### config.mk
export PLATFORM = sky130hd
export DESIGN_NAME = alu_mult_sequencer
export DESIGN_NICKNAME = d
export VERILOG_FILES = /design/src/rtl/alu_mult_sequencer.sv
export SDC_FILE = /design/constraint.sdc
export NUM_CORES = 1
export LEC_CHECK = 0
export ABC_AREA = 1
export BUFFER_PORTS_ARGS = -buffer_cell sky130_fd_sc_hd__buf_2
export CAP_MARGIN = 0
export CORE_AREA = 5 5 92 137
export CTS_CLUSTER_DIAMETER = 50
export DETAILED_ROUTE_END_ITERATION = 10
export DIE_AREA = 0 0 97 142
export PLACE_DENSITY = 0.85
export SLEW_MARGIN = 20
export SYNTH_ARGS = -nofsm -noshare
export SYNTH_HDL_FRONTEND = slang
export SYNTH_SLANG_ARGS = --single-unit
### constraint.sdc
create_clock -name clk -period 6.42 [get_ports clk]
set_input_delay 0.963 -clock clk [delete_from_list [all_inputs] [get_ports clk]]
set_output_delay 0.963 -clock clk [all_outputs]
set_load 0.02 [all_outputs]
### src/rtl/alu_mult_sequencer.sv
// Shift-and-add multiply sequencer that borrows the shared EX-stage ALU adder.
// Returns the low WIDTH bits of A*B after a fixed WIDTH-iteration run.
//   state | meaning
//   IDLE  | waiting for Start, ALU operands parked at zero
//   RUN   | one add/shift iteration per clock, Busy high
//   DONE  | one-cycle Done pulse; Start here begins the next multiply
module alu_mult_sequencer #(
  parameter int WIDTH = 32,
  parameter int CNT_W = 6
) (
  input  logic             clk,
  input  logic             rst,
  input  logic             Start,
  input  logic [WIDTH-1:0] Multiplicand,
  input  logic [WIDTH-1:0] Multiplier,
  output logic             Busy,
  output logic             Done,
  output logic [WIDTH-1:0] Product,
  output logic [WIDTH-1:0] AluOperand1,
  output logic [WIDTH-1:0] AluOperand2,
  output logic [1:0]       AluControl,
  input  logic [WIDTH-1:0] AluResult
);

  typedef enum logic [1:0] {IDLE, RUN, DONE} state_t;

  localparam logic [1:0]       ALU_ADD  = 2'b10;
  localparam logic [CNT_W-1:0] LAST_CNT = CNT_W'(WIDTH - 1);

  state_t           state, state_nxt;
  logic [WIDTH-1:0] acc;
  logic [WIDTH-1:0] mcand;
  logic [WIDTH-1:0] mplier;
  logic [CNT_W-1:0] count;
  logic             accept;
  logic             last_iter;

  // Start is only honoured outside RUN; a request mid-run is dropped.
  assign accept    = Start && (state != RUN);
  assign last_iter = (state == RUN) && (count == LAST_CNT);

  always_ff @(posedge clk or posedge rst) begin
    if (rst) state <= IDLE;
    else     state <= state_nxt;
  end

  always_comb begin
    state_nxt   = state;
    AluOperand1 = '0;
    AluOperand2 = '0;
    AluControl  = ALU_ADD;
    case (state)
      IDLE: if (accept) state_nxt = RUN;
      RUN: begin
        AluOperand1 = acc;
        AluOperand2 = mplier[0] ? mcand : '0;
        if (last_iter) state_nxt = DONE;
      end
      DONE: state_nxt = accept ? RUN : IDLE;
      default: state_nxt = IDLE;
    endcase
  end

  always_ff @(posedge clk or posedge rst) begin
    if (rst) begin
      acc     <= '0;
      mcand   <= '0;
      mplier  <= '0;
      count   <= '0;
      Product <= '0;
    end else if (accept) begin
      acc    <= '0;
      mcand  <= Multiplicand;
      mplier <= Multiplier;
      count  <= '0;
    end else if (state == RUN) begin
      acc    <= AluResult;
      mcand  <= mcand << 1;
      mplier <= mplier >> 1;
      count  <= count + 1'b1;
      if (last_iter) Product <= AluResult;
    end
  end

  assign Busy = (state == RUN);
  assign Done = (state == DONE);

endmodule

==> results of run 1 <==
==> cells in the mapped netlist <==
library cell / count
nand2_1: 270
dfrtp_1: 136
inv_1: 72
nor2_1: 68
nand3_1: 64
o211ai_1: 32
o21ai_0: 26
buf_2: 24
buf_4: 11
o21ai_1: 11
buf_6: 6
clkbuf_1: 5
inv_2: 3
nand2_2: 3
conb_1: 2
nand3_2: 2
a21oi_1: 1
a22oi_1: 1
ha_1: 1
nand4_1: 1
nor2_2: 1
nor2_4: 1
nor3_4: 1
==> metal layers <==
layer  vias to the layer above  wire length (µm)  GRT usage
met2                       198              8338     0.3988
met4                         0               332     0.1095
met5                         -                 0          0
met1                      2585              6059     0.2710
met3                        26               809    0.05051
li1                       2660                 -          -
==> worst register-to-register path: cells and delay by family, from the launching register on <==
kind | cells | cell delay (ns)
DFF | 1 | 0.40
and+or+nand+nor | 3 | 0.96
buffers and inverters | 2 | 0.86
AOI/OAI and AO/OA | 1 | 0.16
==> cell type report <==
cell class                      instances  area (µm²)
Antenna cell                            3       7.507
Clock buffer                           20       446.7
Clock inverter                         12       175.2
Fill cell                             975        3700
Inverter                               75       286.5
Multi-Input combinational cell        485        2126
Sequential cell                       136        3403
Tap cell                              150       187.7
Timing Repair Buffer                  201        1018
==> where the power goes <==
| group | total [µW] | internal, µW | switching (µW) |
|---|---|---|---|
| Clock | 1020 | 659 | 364 |
| Sequential | 1040 | 973 | 62.5 |
| Combinational | 441 | 151 | 289 |
==> worst paths after layout <==
path | slack (ns) | to | start
worst max-delay path | 3.45 | AluOperand2[29] | state[0]
worst min-delay path | 0.47 | Product[16] | Product[16]
worst max register to register | 3.95 | mcand[31] | state[1]
worst min register to register | 0.47 | Product[16] | Product[16]
max in group asynchronous | 4.52 | state[1] | rst
min in group asynchronous | 0.67 | Product[11] | rst
==> cells by family after synthesis <==
group | synth area share
other | 0.001231
AND/OR/NAND/NOR | 0.2734
flip-flops | 0.5579
buffers and inverters | 0.09354
AO/OA/AOI/OAI | 0.07179
adder cells (fa/ha/maj) | 0.002051
==> per-stage QoR <==
stage / hold WS [ns] / worst slack (ns)
after CTS: 0.4758 / 3.436
after detailed placement: 0.4603 / 3.870
after global routing: 0.4895 / 3.216
after global placement: 0.4562 / 3.986
after floorplan: 0.4524 / 1.818
final: 0.4748 / 3.452
==> flip-flops by register name (all words and copies together), names as in the netlist <==
signal and cells:
acc 32, mcand 32, count 6, mplier 32, Product 32, state 2
==> flow_metrics.py, run 1 <==
metrics = {
    "pwr": {
        "finalPower_uw": 2500,
        "ir_drop_mv": 0.1737,
        "p_leak_uw": 0.004117,
        "powerDensity_nw_per_um2": 326.7,
    },
    "setup_path": {
        "cpMaxStageDelayCell": "nand2_1",
        "worst-path-buf-inv": 2,
        "crit_path_end_kind": "output pin",
        "crit_family": "simple AND/OR/NAND/NOR gates",
        "critical_path.max_fanout": 31,
        "cp-start-kind": "flip-flop",
        "cp.required_ns": 5.46,
        "path_class": "reg2out",
        "cp.arrival_ns": 2.01,
        "reg2regPathDepth": 6,
        "slowest_delay_ns": 0.55,
        "critical_path_depth": 5,
        "cp_cell_sequence": "inv_2 > nor2_4 > nand2_1 > nor2_1 > buf_2",
    },
    "run": {
        "drv_cap": 0,
    },
    "global_routing": {
        "grt_antenna_before_repair": 3,
        "grt_pass1_wl_um": 25720,
        "grt_pass1_vias": 5421,
        "grt_overflow": 0,
        "grt_max_degree": 75,
        "track_usage": 0.2295,
    },
    "timing": {
        "post-route-period-util": 0.4623,
        "fmax_ghz": 0.3369,
        "period_minus_slack_ns": 2.968,
        "clock_skew_ns": 0.007661,
        "max-slew-margin-rel": 0.3059,
        "setup_viol": 0,
        "hold_violations": 0,
        "drv_slew": 0,
        "setup_tns_ns": 0,
        "tightest_slew_ns": 1.040,
        "rsz0062_at_grt": "false",
    },
    "hold_path": {
        "min_path_type": "reg2reg",
        "hold_path_depth": 2,
    },
    "routing": {
        "drt-vias-per-instance": 5.055,
        "wl_per_cell_um": 14.36,
        "ant_nets": 0,
        "vias": 5469,
        "wl_um": 15540,
        "drc": 0,
        "drtIter0Drc": 307,
        "drt-pass1-iter-count": 5,
    },
    "clock_network": {
        "holdBufCountCts": 0,
        "postCtsResizedCells": 0,
        "path_clk_slew_ns": 0.06,
        "clockBufferDepth": 2,
        "clk_latency_ns": 0.41,
        "cts_root_buf": "clkbuf_16",
        "cts_tree": "built",
        "cts_max_level": 4,
        "cts_made_buffers": 17,
        "cts.sinks": 136,
        "postCtsSetupBuffers": 0,
    },
    "floorplanning": {
        "ios": 199,
        "die_x_um": 97,
        "start_util": 0.5374,
        "dieArea_um2": 13770,
        "die_h_um": 142,
        "core.rowCount": 48,
        "core_region_area_um2": 11350,
    },
    "synth": {
        "synth_fp_nets": 842,
        "avgSynthCellArea_um2": 8.220,
        "netlist_area_um2": 6100,
        "synth-seq-cells": 136,
        "synthCells": 742,
        "synth_area_leaders": "dfrtp_1 (56%), nand2_1 (17%), nand3_1 (5.3%), inv_1 (4.4%), nor2_1 (4.2%)",
        "yosysSeqAreaShare": 0.5579,
        "synth.largest_area_cell": "dfrtp_1",
        "ys_types": 23,
        "netlist.area_leader.share": 0.5579,
        "ys_warn_count": 0,
    },
    "cells_and_area": {
        "final_core_util": 0.6741,
        "final_common_cell": "nand2_1",
        "layout-drive-gt1-share": 0.2616,
        "layout_common_cells": "nand2_1 (270), buf_2 (196), dfrtp_1 (136)",
        "area_growth_pct": 25.44,
        "nets": 1016,
        "final_area_um2": 7651,
        "instances_no_fill": 1082,
    },
    "status": {
        "status": "completed",
    },
    "placed_design": {
        "place_congestion": 0.8056,
        "dp_hpwl_um": 10430,
        "io_buffers": 196,
        "dpl_cell_area_um2": 7022,
        "dp_cells": 1047,
    },
}
Note: power is estimated with default switching activity, not from simulation.
==> run 2, diff against run 1 <==
--- a/config.mk
+++ b/config.mk
@@ -8,11 +8,11 @@
 export ABC_AREA = 1
 export BUFFER_PORTS_ARGS = -buffer_cell sky130_fd_sc_hd__buf_2
 export CAP_MARGIN = 0
-export CORE_AREA = 5 5 92 137
+export CORE_AREA = 5 5 96 142
 export CTS_CLUSTER_DIAMETER = 50
 export DETAILED_ROUTE_END_ITERATION = 10
-export DIE_AREA = 0 0 97 142
-export PLACE_DENSITY = 0.85
+export DIE_AREA = 0 0 101 147
+export PLACE_DENSITY = 0.79
 export SLEW_MARGIN = 20
 export SYNTH_ARGS = -nofsm -noshare
 export SYNTH_HDL_FRONTEND = slang
==> constraint.sdc (replaced) <==
create_clock -name clk -period 2.92 [get_ports clk]
set_input_delay 0.438 -clock clk [delete_from_list [all_inputs] [get_ports clk]]
set_output_delay 0.438 -clock clk [all_outputs]
set_load 0.02 [all_outputs]
==> flow_metrics.py, run 2 (synthesis results as in run 1) <==
metrics = {
    "pwr": {
        "switching_share": 0.2873,
        "switchingPower_uw": 1610,
        "sequentialPowerShare": 0.407,
        "power_frac_clock": 0.419,
        "combPwrFrac": 0.174,
        "p_leak_uw": 0.004165,
        "p_int_uw": 3993,
        "powerDensity_nw_per_um2": 724.4,
        "ir_drop_mv": 0.4711,
    },
    "floorplanning": {
        "dieArea_um2": 14850,
        "core.rowCount": 50,
        "die_x_um": 101,
        "ios": 199,
        "core_region_area_um2": 12320,
        "die_h_um": 147,
        "start_util": 0.4949,
    },
    "timing": {
        "max-slew-margin-rel": 0.5018,
        "post-route-period-util": 0.7573,
        "setup_viol": 0,
        "hold_violations": 0,
        "setup_tns_ns": 0,
        "tightest_slew_ns": 0.7464,
        "drv_slew": 0,
        "period_minus_slack_ns": 2.211,
        "fmax_ghz": 0.4522,
        "rsz0062_at_grt": "false",
        "clock_skew_ns": 0.01055,
    },
    "setup_path": {
        "cp-endpoint": "Busy",
        "critical_path.max_fanout": 55,
        "cp.required_ns": 2.48,
        "cp.arrival_ns": 1.77,
        "cp-startpoint": "state[0]",
        "crit_path_end_kind": "output pin",
        "reg2regPathDepth": 8,
        "path_class": "reg2out",
        "cp-start-kind": "flip-flop",
        "rr_startpoint": "state[1]",
        "r2r_slack_ns": 0.87,
        "rr_endpoint": "mcand[21]",
    },
    "placed_design": {
        "dpl_cell_area_um2": 7078,
        "dp_cells": 1058,
        "place_congestion": 0.8151,
        "io_buffers": 196,
        "dp_hpwl_um": 10630,
    },
    "global_routing": {
        "grt_pass1_vias": 5395,
        "track_usage": 0.2178,
        "grt_overflow": 0,
        "grt_pass1_wl_um": 25960,
        "grt_max_degree": 137,
        "grt_antenna_before_repair": 0,
    },
    "status": {
        "status": "completed",
    },
    "routing": {
        "vias": 5409,
        "drt-pass1-iter-count": 4,
        "drc": 0,
        "wl_um": 15800,
        "drt-vias-per-instance": 4.962,
        "ant_nets": 0,
        "wl_per_cell_um": 14.49,
        "drtIter0Drc": 282,
    },
    "cells_and_area": {
        "layout-drive-gt1-share": 0.2677,
        "area_growth_pct": 26.79,
        "instances_no_fill": 1090,
        "nets": 1021,
        "final_core_util": 0.6275,
        "antenna-diode-count": 0,
        "layout_common_cells": "nand2_1 (270), buf_2 (196), dfrtp_1 (136)",
        "nFillCells": 1088,
        "final_area_um2": 7734,
        "final_common_cell": "nand2_1",
    },
    "clock_network": {
        "clk_latency_ns": 0.41,
        "cts_max_level": 4,
        "cts.sinks": 136,
        "cts_root_buf": "clkbuf_16",
        "postCtsSetupBuffers": 0,
        "postCtsResizedCells": 0,
        "cts_tree": "built",
        "clockBufferDepth": 2,
        "cts_made_buffers": 17,
        "path_clk_slew_ns": 0.06,
        "holdBufCountCts": 0,
    },
    "hold_path": {
        "min_path_type": "in2reg",
    },
    "run": {
        "drv_cap": 0,
    },
}
run 2: how the worst min path moves through the flow:
stage,startpoint,endpoint,slack (ns),depth (start not counted)
global route,Multiplier[20],mplier[20],0.24,3
global placement,Product[16],Product[16],0.46,2
detailed placement,Product[16],Product[16],0.46,2
floorplan,mplier[10],mplier[10],0.45,2
finish,Multiplier[4],mplier[4],0.24,3
CTS,Multiplier[0],mplier[0],0.23,3
run 2: routing by layer:
metal,up-vias,wire length (µm),track usage
li1,2653,-,-
met3,26,928,0.03800
met2,189,8180,0.3638
met5,-,0,0
met4,0,354,0.09182
met1,2541,6335,0.2761
run 2: cell type report:
type | instances | area (µm²) | area share
sequential | 136 | 3403 | 0.4401
multi-input combinational | 485 | 2126 | 0.2749
timing repair buffer | 206 | 1069 | 0.1382
clock buffer | 20 | 466.7 | 0.06035
inverter | 75 | 285.3 | 0.03689
tap | 156 | 195.2 | 0.02524
clock inverter | 12 | 188.9 | 0.02443
run 2: power by group through the flow:
stage	combinational, µW	sequential, µW	clock (µW)
2_1_floorplan	653	2300	0
3_3_place_gp	963	2300	0
3_5_place_dp	990	2300	0
4_1_cts	992	2280	2390
5_1_grt	1100	2310	2470
6_report	976	2280	2350
run 2: critical path, cell delays in order, from the launching register on:
cell and delay [ns]:
dfrtp_1 0.41, inv_2 0.07, nor2_4 0.13, buf_4 0.46, buf_2 0.27
run 2: through the flow:
stage	setup slack (ns)	hold WS (ns)	power, µW
floorplan	0.7889	0.4524	2953
global placement	0.9605	0.4566	3266
detailed placement	0.8630	0.4599	3292
CTS	0.6969	0.2254	5655
global route	0.5922	0.2395	5882
finish	0.7087	0.2392	5602
==> run 3, diff against run 2 <==
==> constraint.sdc (replaced) <==
create_clock -name clk -period 2.2 [get_ports clk]
set_input_delay 0.33 -clock clk [delete_from_list [all_inputs] [get_ports clk]]
set_output_delay 0.33 -clock clk [all_outputs]
set_load 0.02 [all_outputs]
==> flow_metrics.py, run 3 (synthesis results as in run 1) <==
metrics = {
    "routing": {
        "drt-pass1-iter-count": 4,
        "wl_per_cell_um": 14.28,
        "drtIter0Drc": 272,
        "wl_um": 15610,
        "drt-vias-per-instance": 4.941,
        "drc": 0,
        "vias": 5400,
        "ant_nets": 0,
    },
    "pwr": {
        "ir_drop_mv": 0.5324,
        "powerDensity_nw_per_um2": 947.6,
        "p_leak_uw": 0.004177,
    },
    "clock_network": {
        "path_clk_slew_ns": 0.06,
        "clockBufferDepth": 2,
        "clk_latency_ns": 0.40,
        "holdBufCountCts": 0,
        "cts.sinks": 136,
        "postCtsSetupBuffers": 0,
        "cts_max_level": 4,
        "cts_root_buf": "clkbuf_16",
        "postCtsResizedCells": 0,
        "cts_made_buffers": 17,
        "cts_tree": "built",
    },
    "setup_path": {
        "cp.arrival_ns": 1.61,
        "critical_path.max_fanout": 97,
        "cp-start-kind": "flip-flop",
        "crit_path_end_kind": "output pin",
        "slowest_delay_ns": 0.40,
        "rr_startpoint": "state[0]",
        "cp.required_ns": 1.87,
        "r2r_slack_ns": 0.56,
        "path_class": "reg2out",
        "cp_cell_sequence": "inv_2 > nor2_4 > buf_12 > buf_2",
        "cpMaxStageDelayCell": "dfrtp_1",
        "reg2regPathDepth": 6,
        "rr_endpoint": "Product[13]",
        "cp-startpoint": "state[0]",
    },
    "global_routing": {
        "grt_pass1_vias": 5434,
        "grt_pass1_wl_um": 26090,
        "grt_antenna_before_repair": 1,
        "grt_overflow": 0,
        "grt_max_degree": 103,
        "track_usage": 0.2200,
    },
    "floorplanning": {
        "start_util": 0.4949,
        "die_x_um": 101,
        "dieArea_um2": 14850,
        "core_region_area_um2": 12320,
        "ios": 199,
        "core.rowCount": 50,
        "die_h_um": 147,
    },
    "cells_and_area": {
        "layout-drive-gt1-share": 0.2692,
        "instances_no_fill": 1093,
        "nFillCells": 1113,
        "area_growth_pct": 27.32,
        "nets": 1024,
        "layout_common_cells": "nand2_1 (270), buf_2 (196), dfrtp_1 (136)",
        "final_core_util": 0.6302,
        "final_common_cell": "nand2_1",
    },
    "timing": {
        "fmax_ghz": 0.5142,
        "setup_tns_ns": 0,
        "period_minus_slack_ns": 1.945,
        "drv_slew": 0,
        "setup_viol": 0,
        "hold_violations": 0,
        "rsz0062_at_grt": "false",
        "layout_setup_ws_ns": 0.2551,
        "clock_skew_ns": 0.009015,
        "post-route-period-util": 0.8841,
        "tightest_slew_ns": 0.5338,
        "max-slew-margin-rel": 0.6442,
    },
    "status": {
        "status": "completed",
    },
    "placed_design": {
        "io_buffers": 196,
        "pre_cts_ws_ns": 0.5564,
        "dp_cells": 1061,
        "place_congestion": 0.8303,
        "dp_hpwl_um": 10810,
    },
    "hold_path": {
        "min_path_type": "in2async",
    },
    "run": {
        "drv_cap": 0,
    },
}
-- run 3: cell count changes in the layout (fill, tap and decap cells not counted) --
| cell | before | now |
|---|---|---|
| inv_6 | 3 | 0 |
| buf_12 | 1 | 3 |
| clkinv_2 | 0 | 2 |
| buf_4 | 9 | 10 |
| clkinv_4 | 4 | 3 |
| clkinvlp_4 | 2 | 3 |
| diode_2 | 0 | 1 |
-- run 3: through the flow --
| step | hold slack (ns) | power, µW | instance area (µm²) |
|---|---|---|---|
| finish | 0.1024 | 7359 | 7766 |
| global route | 0.1231 | 7769 | 7766 |
| CTS | 0.1034 | 7443 | 7764 |
| detailed placement | 0.4602 | 4378 | 7126 |
| global placement | 0.4570 | 4344 | 7126 |
| floorplan | 0.4499 | 3920 | 6103 |
-- run 3: area by class of cell --
type	count	area (µm²)	share of cell area
tap	156	195.2	0.02513
clock buffer	20	466.7	0.06009
antenna	1	2.502	0.0003222
clock inverter	11	171.4	0.02207
timing repair buffer	209	1116	0.1437
multi-input combinational	485	2126	0.2737
inverter	75	285.3	0.03673
sequential	136	3403	0.4382
-- run 3: how the worst max path moves through the flow --
stage,cells after the start,to,slack (ns)
global placement,7,Product[1],0.58
floorplan,1,Product[0],0.18
CTS,6,AluOperand2[29],0.23
finish,4,Busy,0.26
detailed placement,7,Product[4],0.56
global route,6,AluOperand2[11],0.11
-- run 3: worst max-delay path: cells and delay by family (launching register included) --
family,cells,cell delay (ns)
buf+inv,3,0.67
flops,1,0.40
simple gates,1,0.11
-- run 3: metal layers --
layer  share of wire  vias up  GRT usage
met2            0.51      166     0.3697
met3           0.047       34    0.03895
met4           0.033        0    0.09647
met5               0        -          0
li1                -     2664          -
met1            0.41     2536     0.2750
-- run 3: where the power goes --
group / switching (µW) / leakage [µW] / internal [µW]
Sequential: 182 / 0.00167 / 2840
Clock: 1050 / 0.000308 / 1980
Combinational: 842 / 0.00219 / 462
